### src/rtl/fetch_pkg.sv
`default_nettype none
// +----------------------------------------------------------------------+
// | fetch_pkg : shared types for the fetch_queue front end               |
// | Revision  : 1.0                                                      |
// +----------------------------------------------------------------------+
package fetch_pkg;

  typedef enum logic [1:0] {
    FETCH    = 2'd0,
    WAIT_RSP = 2'd1,
    TRAP     = 2'd2
  } state_e;

  typedef struct packed {
    logic [31:0] pc;
    logic [31:0] instr;
  } entry_t;

  localparam int INSTR_BYTES = 4;

endpackage
`default_nettype wire

### src/rtl/fetch_queue_if.sv
`default_nettype none
// +----------------------------------------------------------------------+
// | fetch_queue_if : imem, decode and redirect signals of fetch_queue    |
// | Revision       : 1.0                                                 |
// +----------------------------------------------------------------------+
interface fetch_queue_if #(
  parameter int ADDR_W = 9
);
  logic              imem_req;
  logic [ADDR_W-1:0] imem_addr;
  logic              imem_rvalid;
  logic [31:0]       imem_rdata;
  logic              instr_valid;
  logic              instr_ready;
  logic [31:0]       instr;
  logic [31:0]       instr_pc;
  logic [6:0]        opcode;
  logic              redirect_valid;
  logic [31:0]       redirect_pc;
  logic              fetch_misaligned;

  modport master (
    output imem_req, imem_addr, instr_valid, instr, instr_pc, opcode, fetch_misaligned,
    input  imem_rvalid, imem_rdata, instr_ready, redirect_valid, redirect_pc
  );

  modport slave (
    input  imem_req, imem_addr, instr_valid, instr, instr_pc, opcode, fetch_misaligned,
    output imem_rvalid, imem_rdata, instr_ready, redirect_valid, redirect_pc
  );
endinterface
`default_nettype wire

### src/rtl/fetch_queue_fifo.sv
`default_nettype none
// +----------------------------------------------------------------------+
// | fetch_fifo : in-order circular buffer of {pc, instr} with flush      |
// | Revision   : 1.0                                                     |
// +----------------------------------------------------------------------+
module fetch_fifo
  import fetch_pkg::*;
#(
  parameter int DEPTH = 4
) (
  input  logic                  clk,
  input  logic                  rst,
  input  logic                  flush,
  input  logic                  push,
  input  entry_t                push_data,
  input  logic                  pop,
  output logic [$clog2(DEPTH):0] count,
  output entry_t                head
);
  localparam int PW = $clog2(DEPTH);

  entry_t        mem_q [DEPTH];
  entry_t        mem_d [DEPTH];
  logic [PW-1:0] rd_ptr_q, rd_ptr_d;
  logic [PW-1:0] wr_ptr_q, wr_ptr_d;
  logic [PW:0]   count_q, count_d;
  logic          do_pop;

  always_comb begin
    mem_d    = mem_q;
    rd_ptr_d = rd_ptr_q;
    wr_ptr_d = wr_ptr_q;
    count_d  = count_q;
    do_pop   = pop && (count_q != '0);
    if (flush) begin
      rd_ptr_d = '0;
      wr_ptr_d = '0;
      count_d  = '0;
    end else begin
      // Producer only pushes into a slot it reserved, so no full check here
      if (push) begin
        mem_d[wr_ptr_q] = push_data;
        wr_ptr_d        = wr_ptr_q + 1'b1;
      end
      if (do_pop) begin
        rd_ptr_d = rd_ptr_q + 1'b1;
      end
      case ({push, do_pop})
        2'b10:   count_d = count_q + 1'b1;
        2'b01:   count_d = count_q - 1'b1;
        default: count_d = count_q;
      endcase
    end
  end

  always_ff @(posedge clk or posedge rst) begin
    if (rst) begin
      mem_q    <= '{default: '0};
      rd_ptr_q <= '0;
      wr_ptr_q <= '0;
      count_q  <= '0;
    end else begin
      mem_q    <= mem_d;
      rd_ptr_q <= rd_ptr_d;
      wr_ptr_q <= wr_ptr_d;
      count_q  <= count_d;
    end
  end

  assign count = count_q;
  assign head  = mem_q[rd_ptr_q];

endmodule
`default_nettype wire

### src/rtl/fetch_queue.sv
`default_nettype none
// +----------------------------------------------------------------------+
// | fetch_queue : instruction fetch FSM, pc/epoch tracking, decode queue |
// | Optional    : MISALIGN_TRAP_EN enables the misaligned-target trap    |
// | Revision    : 1.0                                                    |
// +----------------------------------------------------------------------+
module fetch_queue
  import fetch_pkg::*;
#(
  parameter int          DEPTH    = 4,
  parameter int          ADDR_W   = 9,
  parameter logic [31:0] RESET_PC = 32'h0000_0000
) (
  input  logic          clk,
  input  logic          reset,
  fetch_queue_if.master bus
);
  localparam int            CW      = $clog2(DEPTH) + 1;
  localparam logic [CW-1:0] DEPTH_C = CW'(DEPTH);

  state_e        state_q, state_d;
  logic [31:0]   pc_q, pc_d;
  logic [31:0]   issued_pc_q, issued_pc_d;
  logic          epoch_q, epoch_d;
  logic          tag_q, tag_d;
  logic [CW-1:0] count;
  entry_t        head;
  entry_t        push_data;
  logic          issue;
  logic          push;
  logic [31:0]   target_pc;

`ifdef MISALIGN_TRAP_EN
  logic misaligned_q, misaligned_d;
  logic target_misaligned;
  assign target_pc         = bus.redirect_pc;
  assign target_misaligned = (bus.redirect_pc[1:0] != 2'b00);
`else
  logic [1:0] unused_redirect_lsbs;
  assign unused_redirect_lsbs = bus.redirect_pc[1:0];
  assign target_pc            = {bus.redirect_pc[31:2], 2'b00};
`endif

  // Gated by reset so no request is presented while reset is held
  assign issue = !reset && (state_q == FETCH) && (count < DEPTH_C) && !bus.redirect_valid;
  assign push  = (state_q == WAIT_RSP) && bus.imem_rvalid && (tag_q == epoch_q) && !bus.redirect_valid;
  assign push_data = '{pc: issued_pc_q, instr: bus.imem_rdata};

  fetch_fifo #(.DEPTH(DEPTH)) u_fifo (
    .clk       (clk),
    .rst       (reset),
    .flush     (bus.redirect_valid),
    .push      (push),
    .push_data (push_data),
    .pop       (bus.instr_ready),
    .count     (count),
    .head      (head)
  );

  always_comb begin
    state_d     = state_q;
    pc_d        = pc_q;
    issued_pc_d = issued_pc_q;
    epoch_d     = epoch_q;
    tag_d       = tag_q;
`ifdef MISALIGN_TRAP_EN
    misaligned_d = misaligned_q;
`endif
    case (state_q)
      FETCH: begin
        if (issue) begin
          pc_d        = pc_q + 32'(INSTR_BYTES);
          issued_pc_d = pc_q;
          tag_d       = epoch_q;
          state_d     = WAIT_RSP;
        end
      end
      WAIT_RSP: begin
        if (bus.imem_rvalid) begin
          state_d = FETCH;
        end
      end
      TRAP:    state_d = TRAP;
      default: state_d = FETCH;
    endcase
    // A redirect still leaves WAIT_RSP alone; the epoch flip discards the old reply
    if (bus.redirect_valid) begin
      pc_d    = target_pc;
      epoch_d = ~epoch_q;
`ifdef MISALIGN_TRAP_EN
      if (target_misaligned) begin
        misaligned_d = 1'b1;
        state_d      = TRAP;
      end else begin
        misaligned_d = 1'b0;
        if (state_q == TRAP) begin
          state_d = FETCH;
        end
      end
`endif
    end
  end

  always_ff @(posedge clk or posedge reset) begin
    if (reset) begin
      state_q     <= FETCH;
      pc_q        <= RESET_PC;
      issued_pc_q <= '0;
      epoch_q     <= 1'b0;
      tag_q       <= 1'b0;
`ifdef MISALIGN_TRAP_EN
      misaligned_q <= 1'b0;
`endif
    end else begin
      state_q     <= state_d;
      pc_q        <= pc_d;
      issued_pc_q <= issued_pc_d;
      epoch_q     <= epoch_d;
      tag_q       <= tag_d;
`ifdef MISALIGN_TRAP_EN
      misaligned_q <= misaligned_d;
`endif
    end
  end

  assign bus.imem_req    = issue;
  assign bus.imem_addr   = pc_q[ADDR_W+1:2];
  assign bus.instr_valid = (count != '0);
  assign bus.instr       = head.instr;
  assign bus.instr_pc    = head.pc;
  assign bus.opcode      = head.instr[6:0];
`ifdef MISALIGN_TRAP_EN
  assign bus.fetch_misaligned = misaligned_q;
`else
  assign bus.fetch_misaligned = 1'b0;
`endif

endmodule
`default_nettype wire

### src/flat_wrapper.sv
// flat-port wrapper written by rule: the top's interface ports become plain ports
module fetch_queue_flat import fetch_pkg::*;
#(
  parameter int          DEPTH    = 4,
  parameter int          ADDR_W   = 9,
  parameter logic [31:0] RESET_PC = 32'h0000_0000
)
  (clk, reset, bus_imem_req, bus_imem_addr, bus_instr_valid, bus_instr, bus_instr_pc, bus_opcode, bus_fetch_misaligned, bus_imem_rvalid, bus_imem_rdata, bus_instr_ready, bus_redirect_valid, bus_redirect_pc);
  fetch_queue_if #(.ADDR_W(ADDR_W)) bus_i ();
  input  logic clk;
  input  logic reset;
  output wire logic [$bits(bus_i.imem_req)-1:0] bus_imem_req;
  output wire logic [$bits(bus_i.imem_addr)-1:0] bus_imem_addr;
  output wire logic [$bits(bus_i.instr_valid)-1:0] bus_instr_valid;
  output wire logic [$bits(bus_i.instr)-1:0] bus_instr;
  output wire logic [$bits(bus_i.instr_pc)-1:0] bus_instr_pc;
  output wire logic [$bits(bus_i.opcode)-1:0] bus_opcode;
  output wire logic [$bits(bus_i.fetch_misaligned)-1:0] bus_fetch_misaligned;
  input wire logic [$bits(bus_i.imem_rvalid)-1:0] bus_imem_rvalid;
  input wire logic [$bits(bus_i.imem_rdata)-1:0] bus_imem_rdata;
  input wire logic [$bits(bus_i.instr_ready)-1:0] bus_instr_ready;
  input wire logic [$bits(bus_i.redirect_valid)-1:0] bus_redirect_valid;
  input wire logic [$bits(bus_i.redirect_pc)-1:0] bus_redirect_pc;
  assign bus_imem_req = bus_i.imem_req;
  assign bus_imem_addr = bus_i.imem_addr;
  assign bus_instr_valid = bus_i.instr_valid;
  assign bus_instr = bus_i.instr;
  assign bus_instr_pc = bus_i.instr_pc;
  assign bus_opcode = bus_i.opcode;
  assign bus_fetch_misaligned = bus_i.fetch_misaligned;
  assign bus_i.imem_rvalid = bus_imem_rvalid;
  assign bus_i.imem_rdata = bus_imem_rdata;
  assign bus_i.instr_ready = bus_instr_ready;
  assign bus_i.redirect_valid = bus_redirect_valid;
  assign bus_i.redirect_pc = bus_redirect_pc;
  fetch_queue #(.DEPTH(DEPTH), .ADDR_W(ADDR_W), .RESET_PC(RESET_PC)) u_core (.clk(clk), .reset(reset), .bus(bus_i));
endmodule
### config.mk
export PLATFORM = sky130hd
export DESIGN_NAME = fetch_queue_flat
export DESIGN_NICKNAME = d
export VERILOG_FILES = /design/src/rtl/fetch_pkg.sv /design/src/rtl/fetch_queue_if.sv /design/src/rtl/fetch_queue_fifo.sv /design/src/rtl/fetch_queue.sv /design/src/flat_wrapper.sv
export SDC_FILE = /design/constraint.sdc
export NUM_CORES = 1
export LEC_CHECK = 0
export CAP_MARGIN = 20
export CORE_UTILIZATION = 40
export DETAILED_ROUTE_END_ITERATION = 8
export PLACE_DENSITY = 0.72
export SYNTH_ARGS = -nofsm -noshare
export SYNTH_HDL_FRONTEND = slang
export SYNTH_SLANG_ARGS = --single-unit
### constraint.sdc
create_clock -name clk -period 13.18 [get_ports clk]
set_input_delay 3.954 -clock clk [delete_from_list [all_inputs] [get_ports clk]]
set_output_delay 3.954 -clock clk [all_outputs]
set_load 0.02 [all_outputs]
=== Yosys cells after proc, flatten, opt, wreduce, memory -nomap -nowiden ===
Cells that the tools add are included.

* Bits of input ports: 69
* Word-level logic and storage cells: 75
* Flip-flop bits (word level): 331
* Output and inout port bits: 83

* Magnitude comparators: 4
* Multiplexer cells: 18
* Equal/unequal tests: 7
* Add/subtract/negate cells: 5
* Bitwise operators: 4
* Reduce and logical (&&, ||, !) cells: 21

{| class="wikitable"
|+ Operator list
! kind !! number
|-
| bitwise mux 256 bit || 1
|-
| 2-to-1 mux 64 bit || 3
|-
| binary-select mux 64 bit (select 2 bit) || 1
|-
| demux 64 bit (select 2 bit) || 1
|-
| 2-to-1 mux 32 bit || 3
|-
| adder 32 x 3 -> 32 bit, second input constant || 1
|-
| 2-to-1 mux 2 bit || 6
|-
| logical AND 1 bit || 8
|-
| AND reduction 2 bit || 4
|-
| nonzero test 2 bit || 4
|-
| greater-or-equal comparator 3 bit, second input constant || 2
|-
| NOT 2 -> 3 bit || 2
|-
| case mux 2 bit (3 select lines) || 1
|-
| case mux 3 bit (2 select lines) || 1
|-
| nonzero test 3 bit || 2
|-
| adder 2 x 1 -> 2 bit, second input constant || 2
|-
| equality test 2 x 1 -> 1 bit, second input constant || 2
|-
| equality test 2 bit, second input constant || 2
|-
| != test 2 bit, second input constant || 2
|-
| adder 3 x 1 -> 3 bit, second input constant || 1
|-
| less-than comparator 3 x 1 -> 1 bit, second input constant || 1
|-
| less-than comparator 3 bit, second input constant || 1
|-
| 2-to-1 mux 3 bit || 1
|-
| subtractor 3 x 1 -> 3 bit, second input constant || 1
|-
| other kinds (4) || 6
|}

=== Longest topological paths before layout ===
* Word-level depth: 7
* Depth in mapped cells: 7
* Gate-level depth less buffers: 6

=== By module ===
From an unflattened synthesis, not the netlist that was laid out.

* Cells, all modules: 997
* Area, all modules: 16111.7 um2

{| class="wikitable"
|+ By module, submodules not included
! module !! instances !! cells each !! area each (um2) !! seq. area each (um2)
|-
| fetch_fifo || 1 || 667 || 12764.7 || 6581.3
|-
| fetch_queue || 1 || 330 || 3347.0 || 1601.5
|}

=== Least setup slack after synthesis ===
OpenSTA, ideal clock, no wires.

* Kind: input port to output port
* Start point: in reset
* End point: out bus_imem_req
* Data required time: 9.226 ns
* Buffers on the path: 2
* Slack: 4.035 ns
* Stages on the path: 4
* Arrival time: 5.191 ns
* Path through: or4_1 buf_2 nor2_1 clkbuf_1

* Word-level cells in the longest chain between the ends: 4

{| class="wikitable"
|+ Ends and longest elaborated chain
! item !! line !! text
|-
| start, declared || flat_wrapper.sv:11 || <nowiki>input logic reset;</nowiki>
|-
| logical NOT 1 bit (no source line) || - ||
|-
| logical AND 1 bit (3 in a row) || fetch_queue.sv:45 || <nowiki>assign issue = !reset && (state_q == FETCH) && (count < DEPTH_C) && !bus.redirect_valid;</nowiki>
|-
| end, declared || flat_wrapper.sv:12 || <nowiki>output wire logic [$bits(bus_i.imem_req)-1:0] bus_imem_req;</nowiki>
|}

Every way passes these cells.

=== Worst setup path in the final report ===
Same ends and word-level chain as after synthesis.

==> qor.csv <==
stage,metric,value,unit
floorplanning,Die Y,190,um
logic_synthesis,Gate Count Post-Synth,950,
place,placed insts,1480,
sta,FMAX,102,MHz
critical_path,CP Max Fanout,7,
finish,number of nets in the layout,1138,
clock_tree,clk buf depth,3,
sta,crit path time final,9800,ps
logic_synthesis,YS warnings,0,
floorplanning,die extent in x,190,um
global_route,largest net degree at the start of global routing,177,
logic_synthesis,"Seq/Total Area, Yosys",56.2,%
place,DP Area,15900,um2
critical_path,peak per-stage delay on the critical path,620,ps
sta,hold_ws,499,ps
sta,Slew headroom,27.9,%
critical_path,Startpoint Class,input port,
detailed_routing,DRT iter0 DRCs,346,
power,Max IR drop VDD,0.000141,V
detailed_routing,routed vias/inst,5.44,
finish,layout cells sized above 1,38.3,%
sta,Slew @ Worst Pin,1080,ps
power,pwr dens,205,nW/um2
sta,setup tns final,0,ps
worst_hold_path,Hold WC Path Type,register to register,
clock_tree,H-tree depth,2,
critical_path,CP max-delay cell,clkdlybuf4s50_1,
detailed_routing,vias after detailed routing,8378,
detailed_routing,met3 routed WL,1220,um
global_route,Total Routing Usage GR,16.8,%
global_route,first-pass GRT wire length,48200,um
global_route,total grt overflow,0,
critical_path,crit-path cells,clkdlybuf4s50_1 -> or4_1 -> nor2_2 -> clkdlybuf4s50_1,
floorplanning,die area,36300,um2
detailed_routing,M1 WL,13500,um
logic_synthesis,Syn Area/Cell,15.0,um2
detailed_routing,1st-pass router iterations,4,
finish,final core occ,49.2,%
clock_tree,# Post-CTS Setup Buffers,0,
place,Routability Congestion,0.756,
power,Static Leak,0.00744,uW
clock_tree,CTS tree,done,
finish,final cell count without fillers,1541,
clock_tree,Root Buffer,clkbuf_16,
status,status,"finished, final reports clean",
critical_path,CP required,9230,ps
detailed_routing,WL final,29600,um
detailed_routing,metal2 WL,14200,um
floorplanning,# IOs,152,
critical_path,Crit. End Element,primary output,
finish,ANT cells,0,
clock_tree,Skew-Pair Late Insertion Delay,530,ps
finish,cell area after layout,17100,um2
finish,"commonest non-fill, non-tap cell in the layout",dfrtp_1,
sta,final clock skew,25.6,ps
place,Post-DP HPWL,17500,um
logic_synthesis,#FFs+latches synth,319,
finish,P&R area growth vs syn,20.3,%
run,MaxCap Viol Count,0,
floorplanning,number of cell rows,68,
detailed_routing,Antenna Nets Post-Route,0,
critical_path,crit-path most repeated cell,clkdlybuf4s50_1,
clock_tree,Clock Sinks,319,
detailed_routing,# DRC,0,
sta,"Period Utilization, post-route",74.3,%
sta,final hold violation count,0,
clock_tree,clk slew on worst S/H paths,50,ps
global_route,antenna violations before repair,0,
critical_path,critical path data arrival time,5840,ps
global_route,vias in the first global route,8780,
critical_path,WS Path Type,input port to primary output,
sta,# setup viols final,0,
detailed_routing,highest routed layer,met4,
place,# port buffers,146,
floorplanning,Starting Density,40.9,%
clock_tree,hold_buf cts,0,
finish,most frequent cells in the layout,"dfrtp_1, mux2_2, clkdlybuf4s50_1",
floorplanning,CORE AREA,34700,um2
clock_tree,CTS-repair resized insts,0,
sta,RSZ-0062 raised after global routing,no,
logic_synthesis,"Cell Area, Synth",14200,um2
logic_synthesis,"Distinct cells, synth",41,
detailed_routing,Routed WL per cell,19.2,um
clock_tree,CTS Buf Count,35,
sta,max-slew violations,0,
-- metrics by stage --
stage | setup slack, ps | total power (uW)
6_report | 3380 | 3510
5_1_grt | 3330 | 3700
4_1_cts | 3380 | 3560
3_5_place_dp | 3390 | 2590
3_3_place_gp | 3400 | 2560
2_1_floorplan | 398 | 2120
-- flip-flops by register name, indices dropped and copies added (netlist names) --
signal	cells
u_core.u_fifo.mem_q	248
u_core.state_q	2
u_core.epoch_q	1
u_core.tag_q	1
u_core.pc_q	30
u_core.issued_pc_q	30
u_core.u_fifo.rd_ptr_q	2
u_core.u_fifo.wr_ptr_q	2
u_core.u_fifo.count	3
-- cells in the mapped netlist --
cell        n  share of area, %
o32ai_1     1             0.062
nor3b_1     1             0.053
nand3_1    15              0.53
inv_1       9              0.24
nor2_1     22              0.58
nand4_1    12              0.53
nand3b_1    1             0.053
buf_1       7              0.19
conb_1      1             0.026
or4b_2      1             0.070
a22o_1      1             0.062
ha_1        5              0.44
o31a_1      1             0.062
nor3_1      4              0.14
a21oi_1     5              0.18
nand2_1    25              0.66
mux2_2    280                22
or4_1      23               1.2
o31ai_1    12              0.63
fa_1        1              0.14
o211ai_1    7              0.37
and2_1      5              0.22
and3_1      3              0.13
clkbuf_1   49               1.3
or3b_2      1             0.062
xor2_1      6              0.37
buf_2       2             0.070
or3_1       4              0.18
xnor2_1     8              0.49
buf_6       1             0.079
dfrtp_1   319                56
or4_4       1             0.079
buf_4      19               1.0
a31oi_1    13              0.57
and3b_1     1             0.062
nor4_1      1             0.044
and4_1      2              0.12
nor2b_1     3              0.13
mux4_2     62               9.8
mux2i_1     2              0.14
o21ai_0    14              0.49
-- final cells by class --
cell class / instances / area, um2
fillers: 2977 / 17600
inverters: 9 / 41.3
well taps: 455 / 569
multi-input cells: 546 / 5830
clock inverters: 15 / 129
flip-flops and latches: 319 / 7990
clock buffers: 45 / 995
repair buffers: 152 / 1540
-- kinds of logic after synthesis --
kind of cell | count (synthesis) | share of synthesized area (%)
flops | 319 | 56.2
mux | 344 | 32.2
compound gates | 54 | 2.43
fa+ha+maj | 6 | 0.581
xor+xnor | 14 | 0.863
other cells | 1 | 0.0264
buf+inv | 87 | 2.87
simple gates | 125 | 4.86
-- critical path: cells and delay by family --
family	cells	cell delay, ps
buffers and inverters	2	1150
and+or+nand+nor	2	740
-- path summary, 6_finish.rpt --
kind	endpoint	cells after the start	slack [ps]	startpoint
min in group asynchronous	u_core.u_fifo.count[2]	2	3820	reset
worst min-delay path	u_core.u_fifo.mem_q[85]	1	500	u_core.u_fifo.mem_q[85]
worst max register to register	u_core.pc_q[22]	4	10400	u_core.state_q[1]
max in group asynchronous	u_core.u_fifo.mem_q[79]	4	7640	reset
worst min register to register	u_core.u_fifo.mem_q[85]	1	500	u_core.u_fifo.mem_q[85]
worst max-delay path	bus_imem_req	4	3380	reset
-- power breakdown --
group          internal, uW  switching (uW)  total, uW
sequential             1210             193       1400
combinational           657             501       1160
clock                   556             395        951
-- routing by layer --
| metal | up-vias | global-route usage, % |
|---|---|---|
| met4 | 0 | 4.77 |
| met5 | - | 0 |
| met3 | 42 | 3.05 |
| met2 | 179 | 26.9 |
| met1 | 4413 | 23.3 |
| li1 | 3744 | - |
No activity file was read; power rests on OpenSTA's default activity.
